**src/rtl/comb_addr_seq_pkg.sv**
```systemverilog
// Shared types and default sizes for the feature/weight address sequencer.
package comb_pkg;

    typedef enum logic [1:0] {
        ST_IDLE = 2'd0,
        ST_RUN  = 2'd1,
        ST_DONE = 2'd2
    } comb_seq_state_e;

    localparam int FEATURE_ROWS_DEF = 6;
    localparam int WEIGHT_COLS_DEF  = 3;

    function automatic int idx_width(input int n);
        return (n > 1) ? $clog2(n) : 1;
    endfunction

endpackage

```
**src/rtl/comb_addr_seq_if.sv**
```systemverilog
// Control and index-stream bundle; the sequencer takes the master view.
interface comb_addr_seq_if #(
    parameter int ROW_W = 3,
    parameter int COL_W = 2
);
    logic             start;
    logic             abort;
    logic             ready;
    logic             valid;
    logic [ROW_W-1:0] row_idx;
    logic [COL_W-1:0] col_idx;
    logic             last;
    logic             busy;
    logic             done;
`ifdef COMB_SEQ_PERF_EN
    logic [15:0]      stall_cnt;
`endif

    modport master (
        input  start, abort, ready,
`ifdef COMB_SEQ_PERF_EN
        output stall_cnt,
`endif
        output valid, row_idx, col_idx, last, busy, done
    );

    modport slave (
        output start, abort, ready,
`ifdef COMB_SEQ_PERF_EN
        input  stall_cnt,
`endif
        input  valid, row_idx, col_idx, last, busy, done
    );
endinterface

```
**src/rtl/comb_addr_seq_wrap_counter.sv**
```systemverilog
// Modulo-MAX counter: clr wins over incr; wrap flags the increment that returns to 0.
// Latency: cnt updates one cycle after incr; wrap is combinational.
// Backpressure: none, the caller gates incr.
module wrap_counter #(
    parameter int MAX = 3,
    parameter int W   = (MAX > 1) ? $clog2(MAX) : 1
) (
    input  logic         clk,
    input  logic         reset,
    input  logic         clr,
    input  logic         incr,
    output logic [W-1:0] cnt,
    output logic         wrap
);
    logic [W-1:0] cnt_q, cnt_d;
    logic         at_max;

    assign at_max = (cnt_q == W'(MAX - 1));
    assign wrap   = incr && at_max;
    assign cnt    = cnt_q;

    always_comb begin
        cnt_d = cnt_q;
        if (clr) begin
            cnt_d = '0;
        end else if (incr) begin
            cnt_d = at_max ? '0 : cnt_q + W'(1);
        end
    end

    always_ff @(posedge clk or posedge reset) begin
        if (reset) begin
            cnt_q <= '0;
        end else begin
            cnt_q <= cnt_d;
        end
    end
endmodule

```
**src/rtl/comb_addr_seq.sv**
```systemverilog
// Walks (row, col) pairs over FEATURE_ROWS x WEIGHT_COLS, column innermost; COMB_SEQ_PERF_EN adds stall_cnt.
// Latency: first pair the cycle after start, done one cycle after the last pair is accepted.
// Backpressure: ready=0 holds the current pair; abort returns to idle next cycle.
module comb_addr_seq
    import comb_pkg::*;
#(
    parameter int FEATURE_ROWS = FEATURE_ROWS_DEF,
    parameter int WEIGHT_COLS  = WEIGHT_COLS_DEF,
    parameter int ROW_W        = idx_width(FEATURE_ROWS),
    parameter int COL_W        = idx_width(WEIGHT_COLS)
) (
    input  logic          clk,
    input  logic          reset,
    comb_addr_seq_if.master bus
);
    comb_seq_state_e  state_q, state_d;
    logic [ROW_W-1:0] row_cnt;
    logic [COL_W-1:0] col_cnt;
    logic             col_wrap;
    logic             row_wrap;
    logic             run;
    logic             accept;
    logic             cnt_clr;
    logic             pair_last;

    assign run       = (state_q == ST_RUN);
    assign accept    = run && bus.ready;
    // Holding the counters cleared outside RUN keeps every new sweep at (0,0).
    assign cnt_clr   = bus.abort || (state_q == ST_IDLE);
    assign pair_last = run && (row_cnt == ROW_W'(FEATURE_ROWS - 1))
                           && (col_cnt == COL_W'(WEIGHT_COLS - 1));

    wrap_counter #(.MAX(WEIGHT_COLS), .W(COL_W)) u_col_cnt (
        .clk   (clk),
        .reset (reset),
        .clr   (cnt_clr),
        .incr  (accept),
        .cnt   (col_cnt),
        .wrap  (col_wrap)
    );

    wrap_counter #(.MAX(FEATURE_ROWS), .W(ROW_W)) u_row_cnt (
        .clk   (clk),
        .reset (reset),
        .clr   (cnt_clr),
        .incr  (col_wrap),
        .cnt   (row_cnt),
        .wrap  (row_wrap)
    );

    always_comb begin
        state_d = state_q;
        if (bus.abort) begin
            state_d = ST_IDLE;
        end else begin
            unique case (state_q)
                ST_IDLE: if (bus.start) state_d = ST_RUN;
                ST_RUN:  if (accept && row_wrap) state_d = ST_DONE;
                ST_DONE: state_d = ST_IDLE;
                default: state_d = ST_IDLE;
            endcase
        end
    end

    always_ff @(posedge clk or posedge reset) begin
        if (reset) begin
            state_q <= ST_IDLE;
        end else begin
            state_q <= state_d;
        end
    end

    assign bus.valid   = run;
    assign bus.row_idx = row_cnt;
    assign bus.col_idx = col_cnt;
    assign bus.last    = pair_last;
    assign bus.busy    = (state_q == ST_RUN) || (state_q == ST_DONE);
    assign bus.done    = (state_q == ST_DONE);

`ifdef COMB_SEQ_PERF_EN
    logic [15:0] stall_cnt_q, stall_cnt_d;

    always_comb begin
        stall_cnt_d = stall_cnt_q;
        if ((state_q == ST_IDLE) && bus.start && !bus.abort) begin
            stall_cnt_d = '0;
        end else if (run && !bus.ready && (stall_cnt_q != 16'hFFFF)) begin
            stall_cnt_d = stall_cnt_q + 16'd1;
        end
    end

    always_ff @(posedge clk or posedge reset) begin
        if (reset) begin
            stall_cnt_q <= '0;
        end else begin
            stall_cnt_q <= stall_cnt_d;
        end
    end

    assign bus.stall_cnt = stall_cnt_q;
`endif
endmodule
```
**src/flat_wrapper.sv**
```systemverilog
// flat-port wrapper written by rule: the top's interface ports become plain ports
module comb_addr_seq_flat import comb_pkg::*;
#(
    parameter int FEATURE_ROWS = FEATURE_ROWS_DEF,
    parameter int WEIGHT_COLS  = WEIGHT_COLS_DEF,
    parameter int ROW_W        = idx_width(FEATURE_ROWS),
    parameter int COL_W        = idx_width(WEIGHT_COLS)
)
  (clk, reset, bus_start, bus_abort, bus_ready, bus_valid, bus_row_idx, bus_col_idx, bus_last, bus_busy, bus_done);
  comb_addr_seq_if #(.ROW_W(ROW_W), .COL_W(COL_W)) bus_i ();
  input  logic clk;
  input  logic reset;
  input wire logic [$bits(bus_i.start)-1:0] bus_start;
  input wire logic [$bits(bus_i.abort)-1:0] bus_abort;
  input wire logic [$bits(bus_i.ready)-1:0] bus_ready;
  output wire logic [$bits(bus_i.valid)-1:0] bus_valid;
  output wire logic [$bits(bus_i.row_idx)-1:0] bus_row_idx;
  output wire logic [$bits(bus_i.col_idx)-1:0] bus_col_idx;
  output wire logic [$bits(bus_i.last)-1:0] bus_last;
  output wire logic [$bits(bus_i.busy)-1:0] bus_busy;
  output wire logic [$bits(bus_i.done)-1:0] bus_done;
  assign bus_i.start = bus_start;
  assign bus_i.abort = bus_abort;
  assign bus_i.ready = bus_ready;
  assign bus_valid = bus_i.valid;
  assign bus_row_idx = bus_i.row_idx;
  assign bus_col_idx = bus_i.col_idx;
  assign bus_last = bus_i.last;
  assign bus_busy = bus_i.busy;
  assign bus_done = bus_i.done;
  comb_addr_seq #(.FEATURE_ROWS(FEATURE_ROWS), .WEIGHT_COLS(WEIGHT_COLS), .ROW_W(ROW_W), .COL_W(COL_W)) u_core (.clk(clk), .reset(reset), .bus(bus_i));
endmodule
```
**config.mk**
```make
export PLATFORM = sky130hd
export DESIGN_NAME = comb_addr_seq_flat
export DESIGN_NICKNAME = d
export VERILOG_FILES = /design/src/rtl/comb_addr_seq_pkg.sv /design/src/rtl/comb_addr_seq_if.sv /design/src/rtl/comb_addr_seq_wrap_counter.sv /design/src/rtl/comb_addr_seq.sv /design/src/flat_wrapper.sv
export SDC_FILE = /design/constraint.sdc
export NUM_CORES = 1
export LEC_CHECK = 0
export ABC_CLOCK_PERIOD_IN_PS = 5350
export BUFFER_PORTS_ARGS = -buffer_cell sky130_fd_sc_hd__buf_2
export CORE_AREA = 2 2 39 41
export DETAILED_ROUTE_END_ITERATION = 10
export DIE_AREA = 0 0 41 43
export PLACE_DENSITY = 0.61
export SKIP_LAST_GASP = 1
export SYNTH_ARGS = -nofsm -noshare
export SYNTH_HDL_FRONTEND = slang
export SYNTH_HIERARCHICAL = 1
export SYNTH_SLANG_ARGS = --single-unit
```
**constraint.sdc**
```tcl
create_clock -name clk -period 5.35 [get_ports clk]
set_clock_uncertainty 0.1 [all_clocks]
set_input_delay 1.07 -clock clk [delete_from_list [all_inputs] [get_ports clk]]
set_output_delay 1.07 -clock clk [all_outputs]
set_load 0.02 [all_outputs]
```
==> results of run 1 <==
[worst max-delay path, stage by stage (launching register included)]
cell and delay, ps:
dfrtp_1 380, inv_1 130, ha_1 210, and3_2 180
buf_2 150
[final cells by class]
| type | instances | area [sq um] |
|---|---|---|
| inverter | 6 | 22.5 |
| sequential | 7 | 175 |
| fill | 147 | 817 |
| multi-input combinational | 32 | 258 |
| clock buffer | 4 | 26.3 |
| tap | 16 | 20.0 |
| timing repair buffer | 13 | 65.1 |
[metrics by stage]
| stage | util | worst slack, ps | cells | hold WS, ps | area, sq um |
|---|---|---|---|---|---|
| final | 0.410 | 2880 | 78 | 505 | 567 |
| after global routing | 0.410 | 2770 | 78 | 537 | 567 |
| after CTS | 0.410 | 2850 | 78 | 511 | 567 |
| after detailed placement | 0.391 | 2750 | 74 | 501 | 541 |
| after global placement | 0.391 | 2780 | 74 | 494 | 541 |
| after floorplan | - | 3000 | 45 | 492 | 455 |
[per-layer routing]
metal | GRT usage | part of all wire
met5 | 0 | 0
met4 | 0.120 | 0
met3 | 0.0157 | 0.044
met2 | 0.175 | 0.49
met1 | 0.136 | 0.47
[state kept, by name, indices dropped and copies added, names as in the netlist]
signal,cells
u_core/state_q,2
u_core/u_col_cnt/cnt,2
u_core/u_row_cnt/cnt,3
[where the power goes]
| group | internal [mW] | total [mW] | switching (mW) |
|---|---|---|---|
| clock | 0.0284 | 0.0461 | 0.0178 |
| combinational | 0.0131 | 0.0315 | 0.0184 |
| sequential | 0.0551 | 0.0571 | 0.00202 |
[final timing paths]
check / to / start / slack [ps] / cells after the start
max: bus_last / u_core/state_q[1] / 2880 / 4
min: u_core/u_col_cnt/cnt[1] / u_core/u_col_cnt/cnt[1] / 510 / 2
max reg2reg: u_core/state_q[0] / u_core/state_q[1] / 3180 / 9
min reg2reg: u_core/u_col_cnt/cnt[1] / u_core/u_col_cnt/cnt[1] / 510 / 2
max in group asynchronous: u_core/u_row_cnt/cnt[0] / reset / 4410 / 2
min in group asynchronous: u_core/u_col_cnt/cnt[1] / reset / 590 / 2
[logic make-up (layout without fill, tap and decap cells)]
group | Yosys count | after routing
AOI/OAI and AO/OA | 11 | 11
xor gates and xnor gates | 1 | 1
buffers and inverters | 6 | 23
DFF | 7 | 7
and+or+nand+nor | 16 | 16
adders and majority gates | 4 | 4
[cells in the mapped netlist (2+ instances only)]
| library cell | instances | area [sq um] |
|---|---|---|
| ha_1 | 4 | 50.1 |
| nor2_1 | 2 | 7.51 |
| a21bo_1 | 2 | 20.0 |
| inv_1 | 6 | 22.5 |
| a21oi_1 | 5 | 25.0 |
| nand2b_1 | 3 | 18.8 |
| dfrtp_1 | 7 | 175 |
[cells in the final DEF, fill, tap and decap left out]
master	instances
a21o_1	1
or2_2	1
buf_2	13
inv_1	6
a21bo_1	2
a21oi_1	5
and4b_2	1
a21bo_4	1
or3b_1	1
a211oi_1	1
clkbuf_1	1
and3_2	1
nand2_1	1
a21oi_2	1
ha_1	4
nor2_1	2
nand4bb_1	1
xnor2_1	1
nand4b_1	1
nand3_1	1
dfrtp_1	7
nand3b_1	1
nor4bb_1	1
clkbuf_4	3
nand2b_1	3
and2_2	1
==> results.yml, run 1 <==
yosys:
  syn_area_sq_um: 455
  synthAdderAreaFrac: 0.110
  synth_xor_xnor_area_share: 0.0192
  syn_inst: 45
  synth_compound_area_frac: 0.187
  async_flop_share: 1.00
  synth_ff_type: "dfrtp_1"
  synth_top_family_by_area: "simple AND/OR/NAND/NOR gates"
  ys_seq_area_frac: 0.385
  yosys.cell_types.count: 23
  ys_ff_latch: 7
  avgSynthCellArea_sq_um: 10.1
  synthSimpleGateAreaFrac: 0.250
  synth_edf_count: 0
  ys.warnings.count: 6
  synth.area.mux_share: 0
  syn-num-nets: 54
clock_network:
  cts_resized: 0
  clock-sinks: 7
  clockBufferDepth: 2
  cts_tree: "built"
  clk_pin_slew_ps: 50
  post_cts.repair.setup_buffers: 0
  cts_hold_buf: 0
  cts-root-buf: "clkbuf_4"
  cts_buffers: 3
  htreeDepth: 1
  insertion_delay_ps: 250
place:
  gp_congestion: 0.690
  io_buffers: 13
  dp_hpwl_microns: 692
route:
  ant_nets: 0
  drtIter0Drc: 2
  vias_per_cell: 4.77
  drt-wirelength-per-cell_microns: 11.0
  drc: 0
  drtPass1Iterations: 3
  routed_wl_microns: 857
  dr_total_vias: 372
layout:
  layout-drive-gt1-share: 0.355
  area_delta_synth_final_pct: 24.5
  diodes: 0
  final_nets: 72
hold_path:
  hold_path_class: "reg2reg"
critical_path:
  crit_path_max_fanout: 4
  end_kind: "primary output"
  start_kind: "register"
  crit_type: "reg2out"
  cp.required_ps: 4180
  worstPathArrival_ps: 1300
sta:
  slew_headroom: 0.731
  finalHoldViolations: 0
  slew_violations: 0
  period_minus_slack_ps: 2470
  finalSetupTns_ps: 0
  timing.fmax_ghz: 0.405
  setup_viol: 0
  rsz0062_at_grt: "false"
  worst_pin_slew_ps: 402
  period_share: 0.462
die:
  fp.coreArea_sq_mm: 0.00138
  fp.dieH_microns: 43
  ios: 14
  rows: 14
  dieArea_sq_mm: 0.00176
  initial_utilization: 0.329
  die_w_microns: 41
global_route:
  overflow: 0
  grt_usage: 0.120
  antenna_found_initial: 0
  grt_pass1_vias: 354
  grt_pass1_wl_microns: 1350
  grt_max_degree: 9
job:
  max_cap_viol_count: 0
power:
  total_power_uw: 135
  ir_drop_mv: 0.132
  power_leakage_nw: 0.285
  powerDensity_mw_per_mm2: 238
status:
  status: "finished, final reports clean"
No activity file was read; power rests on OpenSTA's default activity.
==> run 2: changes to the inputs <==
Settings changed: ABC_AREA set to 1, ABC_CLOCK_PERIOD_IN_PS 5350 to 2300, PLACE_DENSITY 0.61 to 0.63.
Clock period 5.35 ns to 2.3 ns, I/O delays scaled along.
==> results.yml, run 2 <==
clock_network:
  clk_pin_slew_ps: 50
  clockBufferDepth: 2
  clock-sinks: 7
  cts_tree: "built"
  cts-root-buf: "clkbuf_4"
  insertion_delay_ps: 240
  cts_resized: 0
  htreeDepth: 1
  cts_buffers: 3
  post_cts.repair.setup_buffers: 0
route:
  routed_wl_microns: 965
  drtIter0Drc: 3
  drt-wirelength-per-cell_microns: 9.37
  drc: 0
  ant_nets: 0
  drtPass1Iterations: 4
  dr_total_vias: 469
  vias_per_cell: 4.55
power:
  power_leakage_nw: 0.348
  ir_drop_mv: 0.198
  powerDensity_mw_per_mm2: 552
sta:
  period_minus_slack_ps: 2010
  setup_viol: 0
  slew_headroom: 0.835
  rsz0062_at_grt: "false"
  slew_violations: 0
  worst_pin_slew_ps: 247
  finalSetupTns_ps: 0
  period_share: 0.872
  timing.fmax_ghz: 0.499
  finalHoldViolations: 0
yosys:
  ys.warnings.count: 6
  yosys-top-cells-area: "dfrtp_1 36%, nand2_1 14%, inv_1 13%"
  synth.area.mux_share: 0
  synth_top_family_by_area: "simple AND/OR/NAND/NOR gates"
  ys_ff_latch: 7
  synth_commonest_cells: "18 x nand2_1, 17 x inv_1, 7 x dfrtp_1, 7 x nand3_1, 6 x nor2_1"
  async_flop_share: 1.00
  synth_compound_area_frac: 0.0547
  synth_ff_type: "dfrtp_1"
  avgSynthCellArea_sq_um: 6.96
  yosys.cell_types.count: 15
  synthAdderAreaFrac: 0.104
  synth_top_area_cell: "dfrtp_1"
  synth_top_area_share: 0.365
  synth_xor_xnor_area_share: 0
  synth_edf_count: 0
  syn-num-nets: 78
  synth_most_common_cell: "nand2_1"
  syn_area_sq_um: 480
  syn_inst: 69
  synthSimpleGateAreaFrac: 0.344
  ys_seq_area_frac: 0.365
critical_path:
  crit_top_cell: "nand2_1"
  max_stage_delay_ps: 400
  start_kind: "register"
  worstPathArrival_ps: 2040
  crit_path_max_fanout: 4
  cp.buffers_inverters: 3
  crit_chain: "inv_1 -> ha_1 -> nand2_1 -> inv_1 -> nand2_1 -> nor2_1 -> inv_1 -> nor2_1 -> nand2_1 -> nand3_2 -> nand2_1 -> nand2_1 -> nand2_1"
  slowest_stage: "dfrtp_1"
  end_kind: "register"
  cp_top_family: "simple AND/OR/NAND/NOR gates"
  crit_type: "reg2reg"
  cp.required_ps: 2340
global_route:
  grtUsageMet1: 0.138
  gr-max-usage-layer: "met2"
  grt_max_degree: 9
  grt_pass1_wl_microns: 1530
  gr-usage-met3: 0.0157
  grt_usage: 0.128
  overflow: 0
  antenna_found_initial: 0
  grt_pass1_vias: 430
  grt_use_met2: 0.213
layout:
  largest_reg_flops: 3
  diodes: 0
  design_area_sq_um: 602
  area_delta_synth_final_pct: 25.3
  layout-drive-gt1-share: 0.241
  fill_cells: 145
  layout.cells.non_filler: 103
  final_common_cell: "nand2_1"
  final_cell_mix: "18 x nand2_1, 17 x inv_1, 13 x buf_2"
  final_nets: 97
die:
  die_w_microns: 41
  fp.coreArea_sq_mm: 0.00138
  rows: 14
  initial_utilization: 0.347
  fp.dieH_microns: 43
  ios: 14
  dieArea_sq_mm: 0.00176
place:
  gp_congestion: 0.660
  place_area_sq_um: 566
  dp_hpwl_microns: 800
  io_buffers: 13
  dpl.cell_count: 98
hold_path:
  hold_path_class: "in2reg"
job:
  max_cap_viol_count: 0
status:
  status: "finished, final reports clean"
-- run 2: cell type report --
type	instances	area, sq um	share of cell area
Timing Repair Buffer	14	75.1	0.125
Sequential cell	7	175	0.291
Multi-Input combinational cell	45	241	0.401
Tap cell	16	20.0	0.0333
Clock buffer	4	26.3	0.0437
Inverter	17	63.8	0.106
-- run 2: final timing paths --
kind	start	to	slack, ps	cells after the start
min	bus_start	u_core/state_q[0]	360	3
min in group asynchronous	reset	u_core/state_q[0]	520	3
min reg2reg	u_core/state_q[1]	u_core/state_q[1]	420	2
max in group asynchronous	reset	u_core/u_row_cnt/cnt[1]	1420	3
max	u_core/state_q[1]	u_core/state_q[1]	290	13
max reg2reg	u_core/state_q[1]	u_core/state_q[1]	290	13
-- run 2: where the power goes --
part	leakage, nW	switching [mW]	internal, mW
sequential	0.0965	0.00648	0.129
clock	0.0150	0.0409	0.0659
combinational	0.237	0.0590	0.0303
-- run 2: cell families (layout without fill, tap and decap cells) --
kind of cell	count (synthesis)	in the layout
fa+ha+maj	4	4
buf+inv	17	35
flops	7	7
simple gates	37	37
compound gates	4	4
-- run 2: worst min-delay path: stages --
cell     delay [ps]
buf_2            90
nand3_1          70
nand2_1          60
-- run 2: timing repair --
| action | CTS | global route |
|---|---|---|
| setup endpoints to repair | 0 | 0 |
| endpoints found under the hold margin | 7 | 0 |
| hold buffers | 1 | 0 |
-- run 2: metrics by stage --
step / utilization / worst slack, ps / hold slack [ps] / power [mW]
after global placement: 0.409 / 338 / 230 / 0.225
after floorplan: - / 368 / 101 / 0.205
after global routing: 0.435 / 90.4 / 385 / 0.360
after detailed placement: 0.409 / 312 / 235 / 0.227
after CTS: 0.435 / 298 / 358 / 0.340
final: 0.435 / 294 / 364 / 0.332
-- run 2: layer usage --
metal / share of wire / wire (microns)
met2: 0.50 / 485
met4: 0.010 / 10
met1: 0.44 / 421
met5: 0 / 0
met3: 0.050 / 48
